### src/rtl/icache_pkg.sv
// icache_pkg: shared definitions for the instruction cache.
// Holds the refill FSM state encoding and the default geometry. The lookup
// and refill logic both slice addresses with these widths, so they agree on
// which address bits form the tag, the index and the word offset.
package icache_pkg;

    localparam int unsigned ADDR_WIDTH_DEF     = 32;
    localparam int unsigned DATA_WIDTH_DEF     = 32;
    localparam int unsigned N_LINES_DEF        = 8;
    localparam int unsigned WORDS_PER_LINE_DEF = 4;

    // Default address slicing: {tag, index, word offset, byte offset[1:0]}.
    localparam int unsigned IDX_W = $clog2(N_LINES_DEF);
    localparam int unsigned OFS_W = $clog2(WORDS_PER_LINE_DEF);
    localparam int unsigned TAG_W = ADDR_WIDTH_DEF - IDX_W - OFS_W - 2;

    typedef enum logic [2:0] {
        ST_IDLE   = 3'd0,
        ST_INVAL  = 3'd1,
        ST_REQ    = 3'd2,
        ST_RECV   = 3'd3,
        ST_COMMIT = 3'd4
    } refill_state_e;

endpackage

### src/rtl/icache_refill.sv
// icache_refill: line-refill engine for the instruction cache.
// On an accepted miss it invalidates the target line's tag, requests the
// line from memory, writes each returned beat into the data RAM, then marks
// the tag valid and pulses refill_done.
//
// Ports:
//   clk, rst_n                  clock, asynchronous active-low reset
//   miss_valid/addr/ready       miss request from the lookup logic
//   mem_req_valid/addr/ready    line read request to memory (line aligned)
//   mem_rsp_valid/data          returned beats, ascending word order
//   data_ram_addr/data/we       data RAM write port, addr = {index, word}
//   tag_ram_addr/data/we        tag RAM write port, data = {valid, tag}
//   refill_done                 one-cycle pulse when the line turns valid
module icache_refill
    import icache_pkg::*;
#(
    parameter int unsigned ADDR_WIDTH     = ADDR_WIDTH_DEF,
    parameter int unsigned DATA_WIDTH     = DATA_WIDTH_DEF,
    parameter int unsigned N_LINES        = N_LINES_DEF,
    parameter int unsigned WORDS_PER_LINE = WORDS_PER_LINE_DEF,
    localparam int unsigned IDX_BITS      = $clog2(N_LINES),
    localparam int unsigned OFS_BITS      = $clog2(WORDS_PER_LINE),
    localparam int unsigned TAG_BITS      = ADDR_WIDTH - IDX_BITS - OFS_BITS - 2
) (
    input  logic                         clk,
    input  logic                         rst_n,

    input  logic                         miss_valid,
    input  logic [ADDR_WIDTH-1:0]        miss_addr,
    output logic                         miss_ready,

    output logic                         mem_req_valid,
    output logic [ADDR_WIDTH-1:0]        mem_req_addr,
    input  logic                         mem_req_ready,

    input  logic                         mem_rsp_valid,
    input  logic [DATA_WIDTH-1:0]        mem_rsp_data,

    output logic [IDX_BITS+OFS_BITS-1:0] data_ram_addr,
    output logic [DATA_WIDTH-1:0]        data_ram_data,
    output logic                         data_ram_we,

    output logic [IDX_BITS-1:0]          tag_ram_addr,
    output logic [TAG_BITS:0]            tag_ram_data,
    output logic                         tag_ram_we,

    output logic                         refill_done
);

    localparam logic [OFS_BITS-1:0] LAST_BEAT = OFS_BITS'(WORDS_PER_LINE - 1);

    refill_state_e         r_state;
    logic [OFS_BITS-1:0]   r_cnt;
    logic [TAG_BITS-1:0]   r_tag;
    logic [IDX_BITS-1:0]   r_idx;
    logic                  r_miss_ready;
    logic                  r_req_valid;
    logic                  r_tag_we;
    logic                  r_tag_valid;
    logic                  r_done;

    logic                  w_beat;
    logic                  w_unused;

    // Byte and word offset bits of the miss address are not needed here.
    assign w_unused = ^miss_addr[OFS_BITS+1:0];

    // Outputs for the next state are registered here, so each one is a
    // flop that the asynchronous reset clears together with the state.
    always_ff @(posedge clk or negedge rst_n) begin
        if (!rst_n) begin
            r_state      <= ST_IDLE;
            r_cnt        <= '0;
            r_tag        <= '0;
            r_idx        <= '0;
            r_miss_ready <= 1'b1;
            r_req_valid  <= 1'b0;
            r_tag_we     <= 1'b0;
            r_tag_valid  <= 1'b0;
            r_done       <= 1'b0;
        end else begin
            r_tag_we <= 1'b0;
            r_done   <= 1'b0;
            unique case (r_state)
                ST_IDLE: begin
                    if (miss_valid) begin
                        r_tag        <= miss_addr[ADDR_WIDTH-1 -: TAG_BITS];
                        r_idx        <= miss_addr[OFS_BITS+2 +: IDX_BITS];
                        r_cnt        <= '0;
                        r_miss_ready <= 1'b0;
                        r_tag_we     <= 1'b1;
                        r_tag_valid  <= 1'b0;
                        r_state      <= ST_INVAL;
                    end
                end
                ST_INVAL: begin
                    r_req_valid <= 1'b1;
                    r_state     <= ST_REQ;
                end
                ST_REQ: begin
                    if (mem_req_ready) begin
                        r_req_valid <= 1'b0;
                        r_state     <= ST_RECV;
                    end
                end
                ST_RECV: begin
                    if (mem_rsp_valid) begin
                        r_cnt <= r_cnt + 1'b1;
                        if (r_cnt == LAST_BEAT) begin
                            // Tag goes valid only once every beat has landed.
                            r_tag_we    <= 1'b1;
                            r_tag_valid <= 1'b1;
                            r_done      <= 1'b1;
                            r_state     <= ST_COMMIT;
                        end
                    end
                end
                ST_COMMIT: begin
                    r_miss_ready <= 1'b1;
                    r_state      <= ST_IDLE;
                end
                default: begin
                    r_miss_ready <= 1'b1;
                    r_req_valid  <= 1'b0;
                    r_state      <= ST_IDLE;
                end
            endcase
        end
    end

    // Data writes follow the beat in the same cycle; beats outside RECV are
    // dropped.
    assign w_beat = (r_state == ST_RECV) && mem_rsp_valid;

    assign miss_ready    = r_miss_ready;
    assign mem_req_valid = r_req_valid;
    assign mem_req_addr  = r_req_valid ? {r_tag, r_idx, {(OFS_BITS + 2){1'b0}}} : '0;

    assign data_ram_we   = w_beat;
    assign data_ram_addr = w_beat ? {r_idx, r_cnt} : '0;
    assign data_ram_data = w_beat ? mem_rsp_data : '0;

    assign tag_ram_we    = r_tag_we;
    assign tag_ram_addr  = r_idx;
    assign tag_ram_data  = r_tag_we ? {r_tag_valid, r_tag} : '0;

    assign refill_done   = r_done;

endmodule

### config.mk
export PLATFORM = sky130hd
export DESIGN_NAME = icache_refill
export DESIGN_NICKNAME = d
export VERILOG_FILES = /design/src/rtl/icache_pkg.sv /design/src/rtl/icache_refill.sv
export SDC_FILE = /design/constraint.sdc
export NUM_CORES = 1
export LEC_CHECK = 0
export CORE_UTILIZATION = 25
export CTS_CLUSTER_DIAMETER = 120
export DETAILED_ROUTE_END_ITERATION = 8
export GPL_TIMING_DRIVEN = 0
export PLACE_DENSITY_LB_ADDON = 0.25
export SYNTH_ARGS = -nofsm -noshare
export SYNTH_HDL_FRONTEND = slang
export SYNTH_SLANG_ARGS = --single-unit
### constraint.sdc
create_clock -name clk -period 2.3 [get_ports clk]
set_input_delay 0.575 -clock clk [delete_from_list [all_inputs] [get_ports clk]]
set_output_delay 0.575 -clock clk [all_outputs]
set_load 0.02 [all_outputs]
# Word-level counts from Yosys, hierarchy flattened
# Index checks and enable logic that the tools add are counted.
# classes
add_sub_neg	1
multipliers	0
div	0
magnitude_cmp	0
n_eq_ne	9
shift	0
muxes	24
bitwise	2
n_reduce_logical	11
# ops
cell	n
$mux W32	2
$mux W26	1
$mux W3	4
$pmux W3 S4	1
$mux W1	8
$ne A2 B2 Y1 const B	4
$reduce_and A4 Y1	2
$eq A3 B2 Y1 const B	2
$pmux W1 S2	3
$reduce_and A2 Y1	3
$reduce_or A3 Y1	2
$mux W5	1
$mux W2	2
$pmux W2 S2	1
$eq A3 B1 Y1 const B	1
$eq A3 B3 Y1 const B	1
$logic_not A3 Y1	1
$pmux W1 S3	1
$reduce_and A3 Y1	1
$add A2 B1 Y2 const B	1
$eq A2 B2 Y1 const B	1
$not A1 Y1	2
$reduce_bool A2 Y1	1
$logic_and A1 B1 Y1	1
# word_totals
ff_bits	38
latch_bits	0
ramBits	0
rom_bits	0
input_bits	69
output_inout_bits	103
elab_cells	56
mem_count	0

# Logic depth before layout (Yosys ltp)
# depth
depth_word	4
ltp_mapped	5
ltp_nobuf	4

# Least setup slack after synthesis
# OpenSTA, ideal clock, no wires.
# synth_timing
kind	register to output
startpoint	reg r_state[2]
endpoint	out data_ram_data[23]
arrival_ns	1.485
slack_ns	0.240
stages_incl_launch_ff	5
path_cell_list	dfrtp_1 > buf_2 > and4b_2 > clkbuf_1 > and2_1
# synth_via
elab_chain_len	3
# synth_rtl
item	line_no	text
from (decl)	icache_refill.sv:52	refill_state_e r_state;
from (signal assigned)	icache_refill.sv:72	r_state <= ST_IDLE;
from (signal assigned)	icache_refill.sv:93	r_state <= ST_INVAL;
from (signal assigned)	icache_refill.sv:98	r_state <= ST_REQ;
$eq A3 B2 Y1	icache_refill.sv:133	assign w_beat = (r_state == ST_RECV) && mem_rsp_valid;
$logic_and A1 B1 Y1	icache_refill.sv:133	
via data_ram_we	icache_refill.sv:41	output logic data_ram_we,
$mux W32	icache_refill.sv:141	assign data_ram_data = w_beat ? mem_rsp_data : '0;
to (decl)	icache_refill.sv:40	output logic [DATA_WIDTH-1:0] data_ram_data,
# The timed path passes the listed nets, and every way through them passes these cells.

# Worst setup path in the final report
# layout_timing
startpoint	reg r_req_valid (netlist: mem_req_valid)
endpoint	out mem_req_addr[28]
# layout_via
elab_chain_len	1
# layout_rtl
item	line_no	text
from (decl)	icache_refill.sv:57	logic r_req_valid;
from (signal assigned)	icache_refill.sv:77	r_req_valid <= 1'b0;
from (signal assigned)	icache_refill.sv:97	r_req_valid <= 1'b1;
from (signal assigned)	icache_refill.sv:102	r_req_valid <= 1'b0;
$mux W32	icache_refill.sv:137	assign mem_req_addr = r_req_valid ? {r_tag, r_idx, {(OFS_BITS + 2){1'b0}}} : '0;
to (decl)	icache_refill.sv:33	output logic [ADDR_WIDTH-1:0] mem_req_addr,
# No other way between the ends.

==> reports/results.txt <==
Run status: finished clean
Final critical-path share of the clock period: 97.3%
Most frequent cells after synthesis: 93 x sky130_fd_sc_hd__and2_1, 37 x sky130_fd_sc_hd__dfrtp_1, 27 x sky130_fd_sc_hd__mux2_4, 9 x sky130_fd_sc_hd__clkbuf_1
CP Class: flip-flop to output pin
Number of max-slew violations in the final report: 0
IR drop worst, VDD: 357 µV
Total DRC errors in the routed layout: 0
Cts-stage hold buffer count: 0
Leakage power: 2.30 nW
CTS tree: built
Top cells by area in the synthesized netlist: sky130_fd_sc_hd__dfrtp_1 41%, sky130_fd_sc_hd__and2_1 26%, sky130_fd_sc_hd__mux2_4 18%
Crit path from: mem_req_valid
Crit path capture: mem_req_addr[28]
Top-level port count: 172
Area added between synthesis and finish: 85.3%
Power density over the cells: 1050 nW/µm²
Weighted congestion reported at the end of routability-driven placement: 0.720
Number of distinct library cells after synthesis: 30
Worst Max-Slew Pin Slew: 0.864 ns
Peak fanout along the critical path: 10
Count of H-tree levels built during CTS: 2
Area fraction of the dominant cell type after synthesis: 40.7%
Number of instances in the synthesized netlist: 204
Cells on worst reg2reg path: 4
Synth area leader: sky130_fd_sc_hd__dfrtp_1
Total congestion overflow: 0
Per-cell via count in the routed design: 4.18
Final-stage net count: 454
Warning count from the yosys run: 0
Origin of the critical flop-to-flop path: r_state[1]
Number of buffer cells added on primary ports: 163
Kind of end point of the critical path: output pin
Highest Clock Rate: 447 MHz
Worst-case clock buffer depth: 2
Clock tree skew after final layout: 0.00495 ns
Number of buffers added by the clock tree synthesis step: 5
Worst-path clk slew: 0.08 ns
Maximum number of pins on one net before global-route repair: 39
Synth async-reset ratio: 100%
Maxcap violations: 0
Post-Place Worst Slack: -0.847 ns
DIE WIDTH: 97.4 µm
Post-synthesis instance area: 2280 µm²
Least setup slack across all paths after layout: 0.0622 ns
Number of routed nets with antenna violations: 0
Register-to-Register Setup Slack: 0.57 ns
Clk Tree Root Cell: sky130_fd_sc_hd__clkbuf_8
Detailed-placement wirelength estimate: 4.70 mm
Drt initial violations: 27
Fraction of final layout cells with drive strength greater than 1: 28.3%
Required time reported for the critical path endpoint: 1.73 ns
Post-synthesis sequential element count: 38
Initial core utilization: 26.0%
Row cnt: 34
Hold Vio Cnt, Final: 0
Count of inserted antenna diode cells: 0
Cell with the most instances after synthesis: sky130_fd_sc_hd__and2_1
Utilization after layout: 48.1%
Overall via count from detail_route: 2061
Clock latency on the worst-skew pair: 0.28 ns
Detailed-router iteration count before antenna repair: 2
Global-route wire length before repair: 10.1 mm
Endpoint of the lowest-slack register-to-register path: r_tag[6]
Critical Path Start Type: flip-flop
Rel. slew slack: 42.4%
Vias in the first global route: 2003
EDFF count, synth: 0
Main flop type after synthesis: sky130_fd_sc_hd__dfrtp_1
Tot GR Track Use: 13.3%
Worst min-delay path class: primary input to async pin
Chip Height: 97.4 µm
Number of antenna violations at the first check in global routing: 0
Setup TNS: 0 ns
Die area: 9490 µm²
Wire per inst: 12.8 µm
Floorplan Core Area: 8760 µm²
Final critical delay including setup and external delays: 2.24 ns
Synthesized area per cell: 11.2 µm²
Data arrival time at the worst-slack endpoint: 1.66 ns
Number of setup violations in the final report: 0
Clk sinks: 38
Routed wire length: 6.30 mm
Share of synthesized area occupied by flip-flops and latches: 41.8%
## cells in the final DEF (no fill, tap or decap), types with 2 or more instances in the layout
cell,count
sky130_fd_sc_hd__buf_12,2
sky130_fd_sc_hd__clkbuf_8,11
sky130_fd_sc_hd__inv_1,2
sky130_fd_sc_hd__bufinv_16,2
sky130_fd_sc_hd__buf_6,2
sky130_fd_sc_hd__clkbuf_4,4
sky130_fd_sc_hd__nand3_1,2
sky130_fd_sc_hd__dfrtp_2,2
sky130_fd_sc_hd__dfrtp_1,35
sky130_fd_sc_hd__mux2_2,2
sky130_fd_sc_hd__clkdlybuf4s50_1,95
sky130_fd_sc_hd__a21oi_1,2
sky130_fd_sc_hd__conb_1,4
sky130_fd_sc_hd__and2_1,93
sky130_fd_sc_hd__clkbuf_2,3
sky130_fd_sc_hd__o21bai_1,2
sky130_fd_sc_hd__buf_4,18
sky130_fd_sc_hd__mux2_4,27
sky130_fd_sc_hd__buf_2,26
sky130_fd_sc_hd__dlygate4sd2_1,6
sky130_fd_sc_hd__dlymetal6s2s_1,23
sky130_fd_sc_hd__clkdlybuf4s15_2,2
sky130_fd_sc_hd__nor2_1,4
## sequential cells by signal, indices dropped and copies added (netlist names)
signal	cells
mem_req_valid	1
miss_ready	1
r_cnt	2
r_state	3
r_tag	25
r_tag_valid	1
refill_done	1
tag_ram_addr	3
tag_ram_we	1
## what timing repair did
item	in CTS	in global routing
buffers inserted	2	2
gates cloned	4	0
gates resized for setup	172	41
endpoints found under the hold margin	0	0
endpoints found under the setup margin	86	68
pin swaps	1	1
## worst max-delay path: stages, from the launching register on
cell and delay (ns):
sky130_fd_sc_hd__dfrtp_2 0.44, sky130_fd_sc_hd__clkbuf_2 0.21, sky130_fd_sc_hd__and2_1 0.14, sky130_fd_sc_hd__clkdlybuf4s50_1 0.59
## stage by stage
| step | power (mW) | instance area, µm² | hold slack, ns | cells |
|---|---|---|---|---|
| 2_1_floorplan | 2.64 | 2290 | 0.279 | 207 |
| 3_3_place_gp | 3.73 | 4050 | 0.483 | 478 |
| 3_5_place_dp | 3.76 | 4050 | 0.478 | 478 |
| 4_1_cts | 4.49 | 4140 | 0.425 | 491 |
| 5_1_grt | 4.73 | 4220 | 0.460 | 493 |
| 6_report | 4.44 | 4220 | 0.389 | 493 |
## final cells by class
| class | instances | area [µm²] |
|---|---|---|
| buffer | 17 | 188 |
| multi-input combinational | 150 | 1210 |
| tap | 108 | 135 |
| clock buffer | 6 | 82.6 |
| timing repair buffer | 170 | 1580 |
| inverter | 2 | 7.51 |
| clock inverter | 2 | 60.1 |
| fill | 839 | 4550 |
| sequential | 38 | 955 |
## cell families (layout without fill, tap and decap cells)
kind of cell | after synthesis | after routing | share of synthesized area, %
compound gates | 9 | 9 | 2.75
fa+ha+maj | 1 | 1 | 0.550
buf+inv | 20 | 197 | 6.27
flops | 38 | 38 | 41.8
mux | 29 | 29 | 18.8
other cells | 1 | 4 | 0.165
simple gates | 106 | 107 | 29.6
## routing by layer
metal | routed length (µm) | GRT usage [%] | share of wire [%]
met2 | 2970 | 21.9 | 47
met4 | 74 | 3.85 | 1.2
met5 | 0 | 0 | 0
met1 | 2730 | 16.8 | 43
met3 | 528 | 3.81 | 8.4
## power by group
group	total, mW	switching (mW)	leakage (nW)	internal [mW]
registers	1.23	0.238	0.459	0.991
logic	2.51	1.12	1.77	1.39
clock network	0.704	0.242	0.0714	0.463
## worst min path at each step
stage               slack (ns)        from             to  cells after the start
detailed placement        0.48  miss_ready     miss_ready                      2
global placement          0.48  miss_ready     miss_ready                      2
CTS                       0.43       rst_n      r_tag[17]                      1
global route              0.46       rst_n      r_tag[17]                      1
floorplan                 0.28       rst_n  mem_req_valid                      0
finish                    0.39       rst_n      r_tag[17]                      1
(Power assumes the default switching activity.)
